`src/rtl/mc_ctrl_if.sv`:
```
// Control bundle between the multi-cycle FSM and the datapath/memory.
// master = control unit, slave = datapath side.
interface mc_ctrl_if;
    logic [5:0] opcode;
    logic [5:0] funct;
    logic       zero;
    logic       mem_ready;
    logic       PCWrite;
    logic       PCWriteCond;
    logic       Branch_ne;
    logic       IorD;
    logic       MemRead;
    logic       MemWrite;
    logic       IRWrite;
    logic       MemtoReg;
    logic       RegDst;
    logic       RegWrite;
    logic       ALUSrc_A;
    logic [1:0] ALUSrc_B;
    logic [1:0] PCSource;
    logic [2:0] ALU_Control;
    logic [3:0] state;
    logic       inst_done;
    logic       illegal_op;
    logic       mem_timeout;

    modport master (
        input  opcode, funct, zero, mem_ready,
        output PCWrite, PCWriteCond, Branch_ne, IorD,
        output MemRead, MemWrite, IRWrite, MemtoReg,
        output RegDst, RegWrite, ALUSrc_A, ALUSrc_B,
        output PCSource, ALU_Control, state,
        output inst_done, illegal_op, mem_timeout
    );

    modport slave (
        output opcode, funct, zero, mem_ready,
        input  PCWrite, PCWriteCond, Branch_ne, IorD,
        input  MemRead, MemWrite, IRWrite, MemtoReg,
        input  RegDst, RegWrite, ALUSrc_A, ALUSrc_B,
        input  PCSource, ALU_Control, state,
        input  inst_done, illegal_op, mem_timeout
    );
endinterface

```
`src/rtl/mc_ctrl_fsm.sv`:
```
// Multi-cycle MIPS-subset control FSM with memory-wait watchdog.
// Outputs are Moore-style per state, plus mem_ready-qualified strobes.
module mc_ctrl_fsm #(
    parameter int MEM_WAIT_MAX = 15
) (
    input  logic      clk,
    input  logic      rst,
    mc_ctrl_if.master bus
);

    typedef enum logic [3:0] {
        S_IF  = 4'd0,
        S_ID  = 4'd1,
        S_MA  = 4'd2,
        S_MRD = 4'd3,
        S_MWB = 4'd4,
        S_MWR = 4'd5,
        S_RX  = 4'd6,
        S_RWB = 4'd7,
        S_BR  = 4'd8,
        S_JMP = 4'd9,
        S_IX  = 4'd10,
        S_IWB = 4'd11
    } state_t;

    localparam logic [5:0] OP_R    = 6'b000000;
    localparam logic [5:0] OP_LW   = 6'b100011;
    localparam logic [5:0] OP_SW   = 6'b101011;
    localparam logic [5:0] OP_BEQ  = 6'b000100;
    localparam logic [5:0] OP_BNE  = 6'b000101;
    localparam logic [5:0] OP_J    = 6'b000010;
    localparam logic [5:0] OP_ADDI = 6'b001000;
    localparam logic [5:0] OP_ANDI = 6'b001100;
    localparam logic [5:0] OP_ORI  = 6'b001101;
    localparam logic [5:0] OP_SLTI = 6'b001010;

    localparam logic [5:0] F_ADD = 6'b100000;
    localparam logic [5:0] F_SUB = 6'b100010;
    localparam logic [5:0] F_AND = 6'b100100;
    localparam logic [5:0] F_OR  = 6'b100101;
    localparam logic [5:0] F_XOR = 6'b100110;
    localparam logic [5:0] F_NOR = 6'b100111;
    localparam logic [5:0] F_SLT = 6'b101010;
    localparam logic [5:0] F_SRL = 6'b000010;

    localparam logic [2:0] A_AND = 3'b000;
    localparam logic [2:0] A_OR  = 3'b001;
    localparam logic [2:0] A_ADD = 3'b010;
    localparam logic [2:0] A_XOR = 3'b011;
    localparam logic [2:0] A_NOR = 3'b100;
    localparam logic [2:0] A_SRL = 3'b101;
    localparam logic [2:0] A_SUB = 3'b110;
    localparam logic [2:0] A_SLT = 3'b111;

    localparam logic [7:0] WAIT_LIM = 8'(MEM_WAIT_MAX);

    state_t     state, state_nxt;
    logic [7:0] cnt, cnt_nxt;
    logic       ill_q, to_q;
    logic       set_ill, set_to;
    logic       wait_st, wdog_hit;

    // Branch resolution is done in the datapath from PCWriteCond/Branch_ne.
    wire unused_zero = bus.zero;

    assign wait_st  = (state == S_IF) || (state == S_MRD) || (state == S_MWR);
    // Abort on the wait cycle that brings the count up to the limit.
    assign wdog_hit = wait_st && !bus.mem_ready && ((cnt + 8'd1) == WAIT_LIM);

    always_ff @(posedge clk) begin
        if (rst) begin
            state <= S_IF;
            cnt   <= 8'd0;
            ill_q <= 1'b0;
            to_q  <= 1'b0;
        end else begin
            state <= state_nxt;
            cnt   <= cnt_nxt;
            if (set_ill) ill_q <= 1'b1;
            if (set_to)  to_q  <= 1'b1;
        end
    end

    always_comb begin
        cnt_nxt = 8'd0;
        if (wait_st && !bus.mem_ready && !wdog_hit) cnt_nxt = cnt + 8'd1;
    end

    always_comb begin
        state_nxt       = state;
        set_ill         = 1'b0;
        set_to          = 1'b0;
        bus.PCWrite     = 1'b0;
        bus.PCWriteCond = 1'b0;
        bus.Branch_ne   = 1'b0;
        bus.IorD        = 1'b0;
        bus.MemRead     = 1'b0;
        bus.MemWrite    = 1'b0;
        bus.IRWrite     = 1'b0;
        bus.MemtoReg    = 1'b0;
        bus.RegDst      = 1'b0;
        bus.RegWrite    = 1'b0;
        bus.ALUSrc_A    = 1'b0;
        bus.ALUSrc_B    = 2'b00;
        bus.PCSource    = 2'b00;
        bus.ALU_Control = 3'b000;
        bus.inst_done   = 1'b0;

        case (state)
            S_IF: begin
                if (wdog_hit) begin
                    set_to    = 1'b1;
                    state_nxt = S_IF;
                end else begin
                    bus.MemRead     = 1'b1;
                    bus.ALUSrc_B    = 2'b01;
                    bus.ALU_Control = A_ADD;
                    if (bus.mem_ready) begin
                        bus.IRWrite = 1'b1;
                        bus.PCWrite = 1'b1;
                        state_nxt   = S_ID;
                    end
                end
            end
            S_ID: begin
                bus.ALUSrc_B    = 2'b11;
                bus.ALU_Control = A_ADD;
                case (bus.opcode)
                    OP_R:           state_nxt = S_RX;
                    OP_LW, OP_SW:   state_nxt = S_MA;
                    OP_BEQ, OP_BNE: state_nxt = S_BR;
                    OP_J:           state_nxt = S_JMP;
                    OP_ADDI, OP_ANDI,
                    OP_ORI, OP_SLTI: state_nxt = S_IX;
                    default: begin
                        set_ill       = 1'b1;
                        bus.inst_done = 1'b1;
                        state_nxt     = S_IF;
                    end
                endcase
            end
            S_RX: begin
                bus.ALUSrc_A = 1'b1;
                state_nxt    = S_RWB;
                case (bus.funct)
                    F_ADD: bus.ALU_Control = A_ADD;
                    F_SUB: bus.ALU_Control = A_SUB;
                    F_AND: bus.ALU_Control = A_AND;
                    F_OR:  bus.ALU_Control = A_OR;
                    F_XOR: bus.ALU_Control = A_XOR;
                    F_NOR: bus.ALU_Control = A_NOR;
                    F_SLT: bus.ALU_Control = A_SLT;
                    F_SRL: bus.ALU_Control = A_SRL;
                    default: begin
                        set_ill       = 1'b1;
                        bus.inst_done = 1'b1;
                        state_nxt     = S_IF;
                    end
                endcase
            end
            S_RWB: begin
                bus.RegDst    = 1'b1;
                bus.RegWrite  = 1'b1;
                bus.inst_done = 1'b1;
                state_nxt     = S_IF;
            end
            S_MA: begin
                bus.ALUSrc_A    = 1'b1;
                bus.ALUSrc_B    = 2'b10;
                bus.ALU_Control = A_ADD;
                state_nxt       = (bus.opcode == OP_LW) ? S_MRD : S_MWR;
            end
            S_MRD: begin
                if (wdog_hit) begin
                    set_to    = 1'b1;
                    state_nxt = S_IF;
                end else begin
                    bus.MemRead = 1'b1;
                    bus.IorD    = 1'b1;
                    if (bus.mem_ready) state_nxt = S_MWB;
                end
            end
            S_MWB: begin
                bus.MemtoReg  = 1'b1;
                bus.RegWrite  = 1'b1;
                bus.inst_done = 1'b1;
                state_nxt     = S_IF;
            end
            S_MWR: begin
                if (wdog_hit) begin
                    set_to    = 1'b1;
                    state_nxt = S_IF;
                end else begin
                    bus.MemWrite = 1'b1;
                    bus.IorD     = 1'b1;
                    if (bus.mem_ready) begin
                        bus.inst_done = 1'b1;
                        state_nxt     = S_IF;
                    end
                end
            end
            S_BR: begin
                bus.ALUSrc_A    = 1'b1;
                bus.ALU_Control = A_SUB;
                bus.PCWriteCond = 1'b1;
                bus.PCSource    = 2'b01;
                bus.Branch_ne   = (bus.opcode == OP_BNE);
                bus.inst_done   = 1'b1;
                state_nxt       = S_IF;
            end
            S_JMP: begin
                bus.PCWrite   = 1'b1;
                bus.PCSource  = 2'b10;
                bus.inst_done = 1'b1;
                state_nxt     = S_IF;
            end
            S_IX: begin
                bus.ALUSrc_A = 1'b1;
                bus.ALUSrc_B = 2'b10;
                state_nxt    = S_IWB;
                case (bus.opcode)
                    OP_ANDI: bus.ALU_Control = A_AND;
                    OP_ORI:  bus.ALU_Control = A_OR;
                    OP_SLTI: bus.ALU_Control = A_SLT;
                    default: bus.ALU_Control = A_ADD;
                endcase
            end
            S_IWB: begin
                bus.RegWrite  = 1'b1;
                bus.inst_done = 1'b1;
                state_nxt     = S_IF;
            end
            default: state_nxt = S_IF;
        endcase
    end

    assign bus.state       = state;
    assign bus.illegal_op  = ill_q;
    assign bus.mem_timeout = to_q;

endmodule

```
`src/flat_wrapper.sv`:
```
// flat-port wrapper written by rule: the top's interface ports become plain ports
module mc_ctrl_fsm_flat 
#(
    parameter int MEM_WAIT_MAX = 15
)
  (clk, rst, bus_opcode, bus_funct, bus_zero, bus_mem_ready, bus_PCWrite, bus_PCWriteCond, bus_Branch_ne, bus_IorD, bus_MemRead, bus_MemWrite, bus_IRWrite, bus_MemtoReg, bus_RegDst, bus_RegWrite, bus_ALUSrc_A, bus_ALUSrc_B, bus_PCSource, bus_ALU_Control, bus_state, bus_inst_done, bus_illegal_op, bus_mem_timeout);
  mc_ctrl_if bus_i ();
  input  logic clk;
  input  logic rst;
  input wire logic [$bits(bus_i.opcode)-1:0] bus_opcode;
  input wire logic [$bits(bus_i.funct)-1:0] bus_funct;
  input wire logic [$bits(bus_i.zero)-1:0] bus_zero;
  input wire logic [$bits(bus_i.mem_ready)-1:0] bus_mem_ready;
  output wire logic [$bits(bus_i.PCWrite)-1:0] bus_PCWrite;
  output wire logic [$bits(bus_i.PCWriteCond)-1:0] bus_PCWriteCond;
  output wire logic [$bits(bus_i.Branch_ne)-1:0] bus_Branch_ne;
  output wire logic [$bits(bus_i.IorD)-1:0] bus_IorD;
  output wire logic [$bits(bus_i.MemRead)-1:0] bus_MemRead;
  output wire logic [$bits(bus_i.MemWrite)-1:0] bus_MemWrite;
  output wire logic [$bits(bus_i.IRWrite)-1:0] bus_IRWrite;
  output wire logic [$bits(bus_i.MemtoReg)-1:0] bus_MemtoReg;
  output wire logic [$bits(bus_i.RegDst)-1:0] bus_RegDst;
  output wire logic [$bits(bus_i.RegWrite)-1:0] bus_RegWrite;
  output wire logic [$bits(bus_i.ALUSrc_A)-1:0] bus_ALUSrc_A;
  output wire logic [$bits(bus_i.ALUSrc_B)-1:0] bus_ALUSrc_B;
  output wire logic [$bits(bus_i.PCSource)-1:0] bus_PCSource;
  output wire logic [$bits(bus_i.ALU_Control)-1:0] bus_ALU_Control;
  output wire logic [$bits(bus_i.state)-1:0] bus_state;
  output wire logic [$bits(bus_i.inst_done)-1:0] bus_inst_done;
  output wire logic [$bits(bus_i.illegal_op)-1:0] bus_illegal_op;
  output wire logic [$bits(bus_i.mem_timeout)-1:0] bus_mem_timeout;
  assign bus_i.opcode = bus_opcode;
  assign bus_i.funct = bus_funct;
  assign bus_i.zero = bus_zero;
  assign bus_i.mem_ready = bus_mem_ready;
  assign bus_PCWrite = bus_i.PCWrite;
  assign bus_PCWriteCond = bus_i.PCWriteCond;
  assign bus_Branch_ne = bus_i.Branch_ne;
  assign bus_IorD = bus_i.IorD;
  assign bus_MemRead = bus_i.MemRead;
  assign bus_MemWrite = bus_i.MemWrite;
  assign bus_IRWrite = bus_i.IRWrite;
  assign bus_MemtoReg = bus_i.MemtoReg;
  assign bus_RegDst = bus_i.RegDst;
  assign bus_RegWrite = bus_i.RegWrite;
  assign bus_ALUSrc_A = bus_i.ALUSrc_A;
  assign bus_ALUSrc_B = bus_i.ALUSrc_B;
  assign bus_PCSource = bus_i.PCSource;
  assign bus_ALU_Control = bus_i.ALU_Control;
  assign bus_state = bus_i.state;
  assign bus_inst_done = bus_i.inst_done;
  assign bus_illegal_op = bus_i.illegal_op;
  assign bus_mem_timeout = bus_i.mem_timeout;
  mc_ctrl_fsm #(.MEM_WAIT_MAX(MEM_WAIT_MAX)) u_core (.clk(clk), .rst(rst), .bus(bus_i));
endmodule
```
`config.mk`:
```
export PLATFORM = sky130hd
export DESIGN_NAME = mc_ctrl_fsm_flat
export DESIGN_NICKNAME = d
export VERILOG_FILES = /design/src/rtl/mc_ctrl_if.sv /design/src/rtl/mc_ctrl_fsm.sv /design/src/flat_wrapper.sv
export SDC_FILE = /design/constraint.sdc
export NUM_CORES = 1
export LEC_CHECK = 0
export ABC_AREA = 1
export BUFFER_PORTS_ARGS = -buffer_cell sky130_fd_sc_hd__buf_2
export CAP_MARGIN = 20
export CORE_MARGIN = 2
export CORE_UTILIZATION = 50
export CTS_BUF_LIST = sky130_fd_sc_hd__clkbuf_4
export CTS_CLUSTER_SIZE = 10
export DETAILED_ROUTE_END_ITERATION = 10
export MAX_ROUTING_LAYER = met4
export PLACE_DENSITY = 0.8
export SLEW_MARGIN = 5
export SYNTH_ARGS = -nofsm -noshare
export SYNTH_HDL_FRONTEND = slang
export SYNTH_SLANG_ARGS = --single-unit
export TNS_END_PERCENT = 1
```
`constraint.sdc`:
```
create_clock -name clk -period 2.5 [get_ports clk]
set_clock_uncertainty 0.1 [all_clocks]
set_input_delay 0.25 -clock clk [delete_from_list [all_inputs] [get_ports clk]]
set_output_delay 0.25 -clock clk [all_outputs]
set_load 0.01 [all_outputs]
```
======== Yosys cells after proc, flatten, opt, wreduce, memory -nomap -nowiden ========
Index checks and enable logic that the tools add are counted.
word-level totals
  bits in registers ....................... 14
  word-level logic and storage cells ...... 99
  memory bits (writable) .................. 0
  latch bits .............................. 0
  memories kept ........................... 0
  output and inout port bits .............. 25
  bits in read-only memories .............. 0
operators by class
  reduce and logical (&&, ||, !) cells .... 24
  shift operators ......................... 0
  $mul .................................... 0
  equality and inequality tests ........... 32
  divide/modulo/power cells ............... 0
  bitwise gates (word level) .............. 1
  order comparisons ....................... 0
  add/sub/neg operators ................... 1
  mux-type cells .......................... 37
operators by type and width
  operator             count
  $eq 6x6->1 const B   9
  $pmux 4 s7           1
  $eq 6x4->1 const B   4
  $mux 4               6
  $pmux 3 s7           1
  $pmux 4 s5           1
  $mux 1               18
  $eq 4x3->1 const B   4
  $eq 4x4->1 const B   4
  $pmux 3 s5           1
  $reduce_or 2->1      7
  $eq 6x2->1 const B   2
  $eq 6x3->1 const B   2
  $reduce_or 10->1     1
  $ne 3x2->1 const B   3
  $pmux 3 s3           1
  $add 8x1->8 const B  1
  $eq 4x2->1 const B   2
  $eq 8x4->1 const B   1
  $reduce_or 4->1      2
  $reduce_or 8->1      1
  $logic_not 6->1      1
  $mux 3               2
  $pmux 2 s3           1
  13 further kinds     19

======== Depth between registers and ports, before layout ========
  depth in word-level cells ............... 9
  gate-level depth with buffers ........... 11

======== Worst setup path before layout ========
No wires, ideal clock.
  path type ............................... register to output
  start ................................... register u_core.state[3] (netlist: u_core.bus.state[3])
  end ..................................... output bus_Branch_ne
  data required time ...................... 2.150 ns
  data arrival time ....................... 1.413 ns
  cell stages (with the launch flop) ...... 7
  path slack .............................. 0.737 ns
  path buffers ............................ 0
  cells stage by stage .................... dfxtp_1 -> inv_1 -> nor2_1 -> inv_1 -> nor2_1 -> nand2_1 -> nor4_1
between the ends
  cells in the longest elaborated chain, start to end .. 2
RTL lines
  element                 RTL line            RTL
  start, declared         mc_ctrl_fsm.sv:57   state_t state, state_nxt;
  start signal, assigned  mc_ctrl_fsm.sv:77   state <= state_nxt;
  $eq 4x4->1              mc_ctrl_fsm.sv:109  case (state)
  $mux 1                  mc_ctrl_fsm.sv:109
  end, declared           flat_wrapper.sv:16  output wire logic [$bits(bus_i.Branch_ne)-1:0] bus_Branch_ne;
Every way passes these cells.

======== Worst setup path in the final report ========
  start ................................... register u_core.cnt[0]
  end ..................................... output bus_ALU_Control[1]
between the ends
  cells in the longest elaborated chain, start to end .. 5
RTL lines
  element                 RTL line            RTL
  start, declared         mc_ctrl_fsm.sv:58   logic [7:0] cnt, cnt_nxt;
  start signal, assigned  mc_ctrl_fsm.sv:78   cnt <= cnt_nxt;
  $add 8x1->8             mc_ctrl_fsm.sv:68   assign wdog_hit = wait_st && !bus.mem_ready && ((cnt + 8'd1) == WAIT_LIM);
  $eq 8x4->1              mc_ctrl_fsm.sv:68
  $logic_and 1x1->1       mc_ctrl_fsm.sv:68
  $mux 2                  mc_ctrl_fsm.sv:111  if (wdog_hit) begin
  $pmux 3 s5              mc_ctrl_fsm.sv:109
  end, declared           flat_wrapper.sv:27  output wire logic [$bits(bus_i.ALU_Control)-1:0] bus_ALU_Control;
Every way passes these cells.

==> flow_summary.yaml <==
outcome:
  outcome: "complete, no violations"
critical_path:
  crit_path_start: "u_core.cnt[0]"
  cp-end-kind: "output pin"
  worstReg2RegStart: "u_core.cnt[0]"
  path_max_fanout: 8
  crit_type: "reg2out"
  cp.arrival_ns: 1.94
  crit_required_ns: 2.15
  reg2reg_depth: 10
  cp-start-kind: "flop"
run:
  maxCapViolCount: 0
synthesis:
  synthFlopType: "dfxtp_1"
  synth_most_common_cell: "nand2_1"
  ys_seq_area_share_pct: 22.1
  netlist_area_um2: 1270
  synth_top_cells_by_count: "nand2_1 (53), nor2_1 (50), inv_1 (40)"
  async_flop_share_pct: 0
  synth.avg_cell_area_um2: 5.67
  synth_cells: 224
  yosys.area.top_type_share_pct: 22.1
  synth.distinct_cells: 30
  synth_top_area_cell: "dfxtp_1"
  synth_warnings: 0
  synth_area_leaders: "dfxtp_1 (22%), nand2_1 (16%), nor2_1 (15%)"
  synth-edff-count: 0
  ys_ff_latch: 14
  syn-num-nets: 242
clock_tree:
  cts_tree: "yes"
  cts_resized: 0
  clock_path_buffers: 2
  cts_sinks: 14
  postCtsSetupBuffers: 0
  path_clk_slew_ns: 0.08
  clkLatencyLatePin_ns: 0.28
  cts_hold_buffers: 0
  cts-htree-levels: 1
  root_buffer: "clkbuf_4"
  numCtsBuffers: 3
global_routing:
  top_usage_layer: "met1"
  grtUsageMet1_pct: 29.1
  grt_util_all_layers_pct: 19.3
  grt_pass1_vias: 1026
  grt_pass1_wl_mm: 4.21
  grt_max_degree: 9
  grt_util_met3_pct: 3.28
  grt-ovfl-total: 0
  antenna_found_initial: 0
  grt_use_met2_pct: 27.1
sta:
  fin_crit_ns: 2.29
  setup_tns_ns: 0
  finalSetupViolCount: 0
  rsz0062_at_grt: "no"
  post-route-period-util_pct: 91.8
  slew_headroom_pct: 76.0
  fmax_mhz: 436
  hold_viol: 0
  tightest_slew_ns: 0.359
  slew_viol_final: 0
route:
  drc: 0
  route.detailed.wl_per_inst_um: 9.48
  vias: 1414
  wirelength_mm: 2.81
  firstDrtPassIters: 4
  first_iter_violations: 47
  drtAntennaViolNets: 0
  vias_per_cell: 4.78
die:
  die_width_um: 54.4
  dieArea_um2: 2960
  core_area_um2: 2430
  start_util_pct: 52.2
  die_h_um: 54.4
  rows: 18
  pin_count: 41
power_and_ir_drop:
  p_per_area_nw_per_um2: 553
  switching_share_pct: 44.7
  vdd_ir_drop_max_mv: 0.328
  power.share.combinational_pct: 52.3
  seq_power_share_pct: 32.1
  pwr-share-clk_pct: 15.6
  p_int_uw: 467
  switchingPower_uw: 377
  p_leak_uw: 0.000834
min_path:
  holdCritPathClass: "in2reg"
  hold_path.startpoint: "rst"
  hold_depth: 2
placement:
  gp_congestion: 0.836
  hpwl_mm: 2.32
  place.port_buffers: 39
finish:
  area_growth_pct: 20.2
  drive_gt1_share_pct: 23.3
  diodes: 0
  final_nets: 285
  finish.utilization_pct: 62.8
-- kinds of logic (layout without fill, tap and decap cells) --
logic type      count (synthesis)  count (layout)  synth area share (%)
flops                          14              14                  22.1
fa+ha+maj                       2               2                  1.97
compound gates                 24              24                  11.1
simple gates                  141             141                  50.8
xor+xnor                        1               1                  1.28
buf+inv                        42              84                  12.7
-- registers in the layout, indices dropped and copies added (netlist names) --
signal / count
u_core.bus.mem_timeout: 1
u_core.bus.state: 4
u_core.cnt: 8
u_core.bus.illegal_op: 1
-- through the flow --
| stage | std cells | total power, uW | instance area, um2 | setup slack [ns] | hold WS, ns |
|---|---|---|---|---|---|
| detailed placement | 292 | 717 | 1500 | 0.468 | 0.342 |
| floorplan | 224 | 567 | 1270 | 0.737 | 0.219 |
| global route | 296 | 926 | 1530 | 0.0489 | 0.0538 |
| finish | 296 | 843 | 1530 | 0.206 | 0.0634 |
| CTS | 296 | 851 | 1520 | 0.133 | 0.0541 |
| global placement | 292 | 711 | 1500 | 0.502 | 0.343 |
-- layer usage --
metal / part of all wire [%] / vias to the layer above / wire length (um)
met5: 0 / - / 0
met4: 0.32 / 0 / 9
met3: 6.3 / 2 / 178
met2: 40 / 42 / 1120
met1: 53 / 582 / 1500
li1: - / 788 / -
-- final cells by class --
cell class | count | area (um2)
repair buffers | 39 | 195
flip-flops and latches | 14 | 283
fillers | 250 | 906
clock inverters | 1 | 3.75
inverters | 41 | 154
well taps | 30 | 37.5
multi-input cells | 168 | 831
clock buffers | 3 | 22.5
-- critical path, stage by stage, from the launching register on --
cell,delay (ns)
dfxtp_2,0.37
ha_2,0.22
nand3_2,0.10
o21ai_1,0.18
nand2_1,0.11
nor2_4,0.15
nand4_4,0.16
nand2_2,0.13
nand4_1,0.08
buf_2,0.15
-- cells in the final DEF (no fill, tap or decap) --
cell       n
dfxtp_1   12
nand2_2    2
nand2_4    1
nor3_2     1
ha_1       1
nor2_1    50
nand2_1   53
nor2_2     4
nor3_1     1
o31ai_1    1
nand3_1   16
a21oi_2    1
a21oi_1    8
nor4_1     2
ha_2       1
dfxtp_2    2
nand4_1    4
a221oi_1   2
o22ai_1    1
nand3_2    2
nand4_4    1
o21ai_1    1
o211ai_1   1
inv_1     40
inv_2      1
nor2_4     2
buf_2     39
nand3b_1   1
o21ai_2    1
or3_1      1
clkbuf_4   3
xor2_2     1
o21ai_0    8
clkinv_1   1
-- power by group through the flow --
stage               clock (uW)  combinational (uW)  sequential (uW)
global placement             0                 438              274
CTS                        138                 443              269
floorplan                    0                 289              279
global route               150                 501              274
detailed placement           0                 442              275
finish                     131                 441              271
-- final timing paths --
check	to	slack, ns
setup / recovery	bus_ALU_Control[1]	0.21
hold / removal	u_core.bus.mem_timeout	0.06
setup reg to reg	u_core.cnt[5]	0.71
hold reg to reg	u_core.bus.mem_timeout	0.35
No activity file was read; power rests on OpenSTA's default activity.
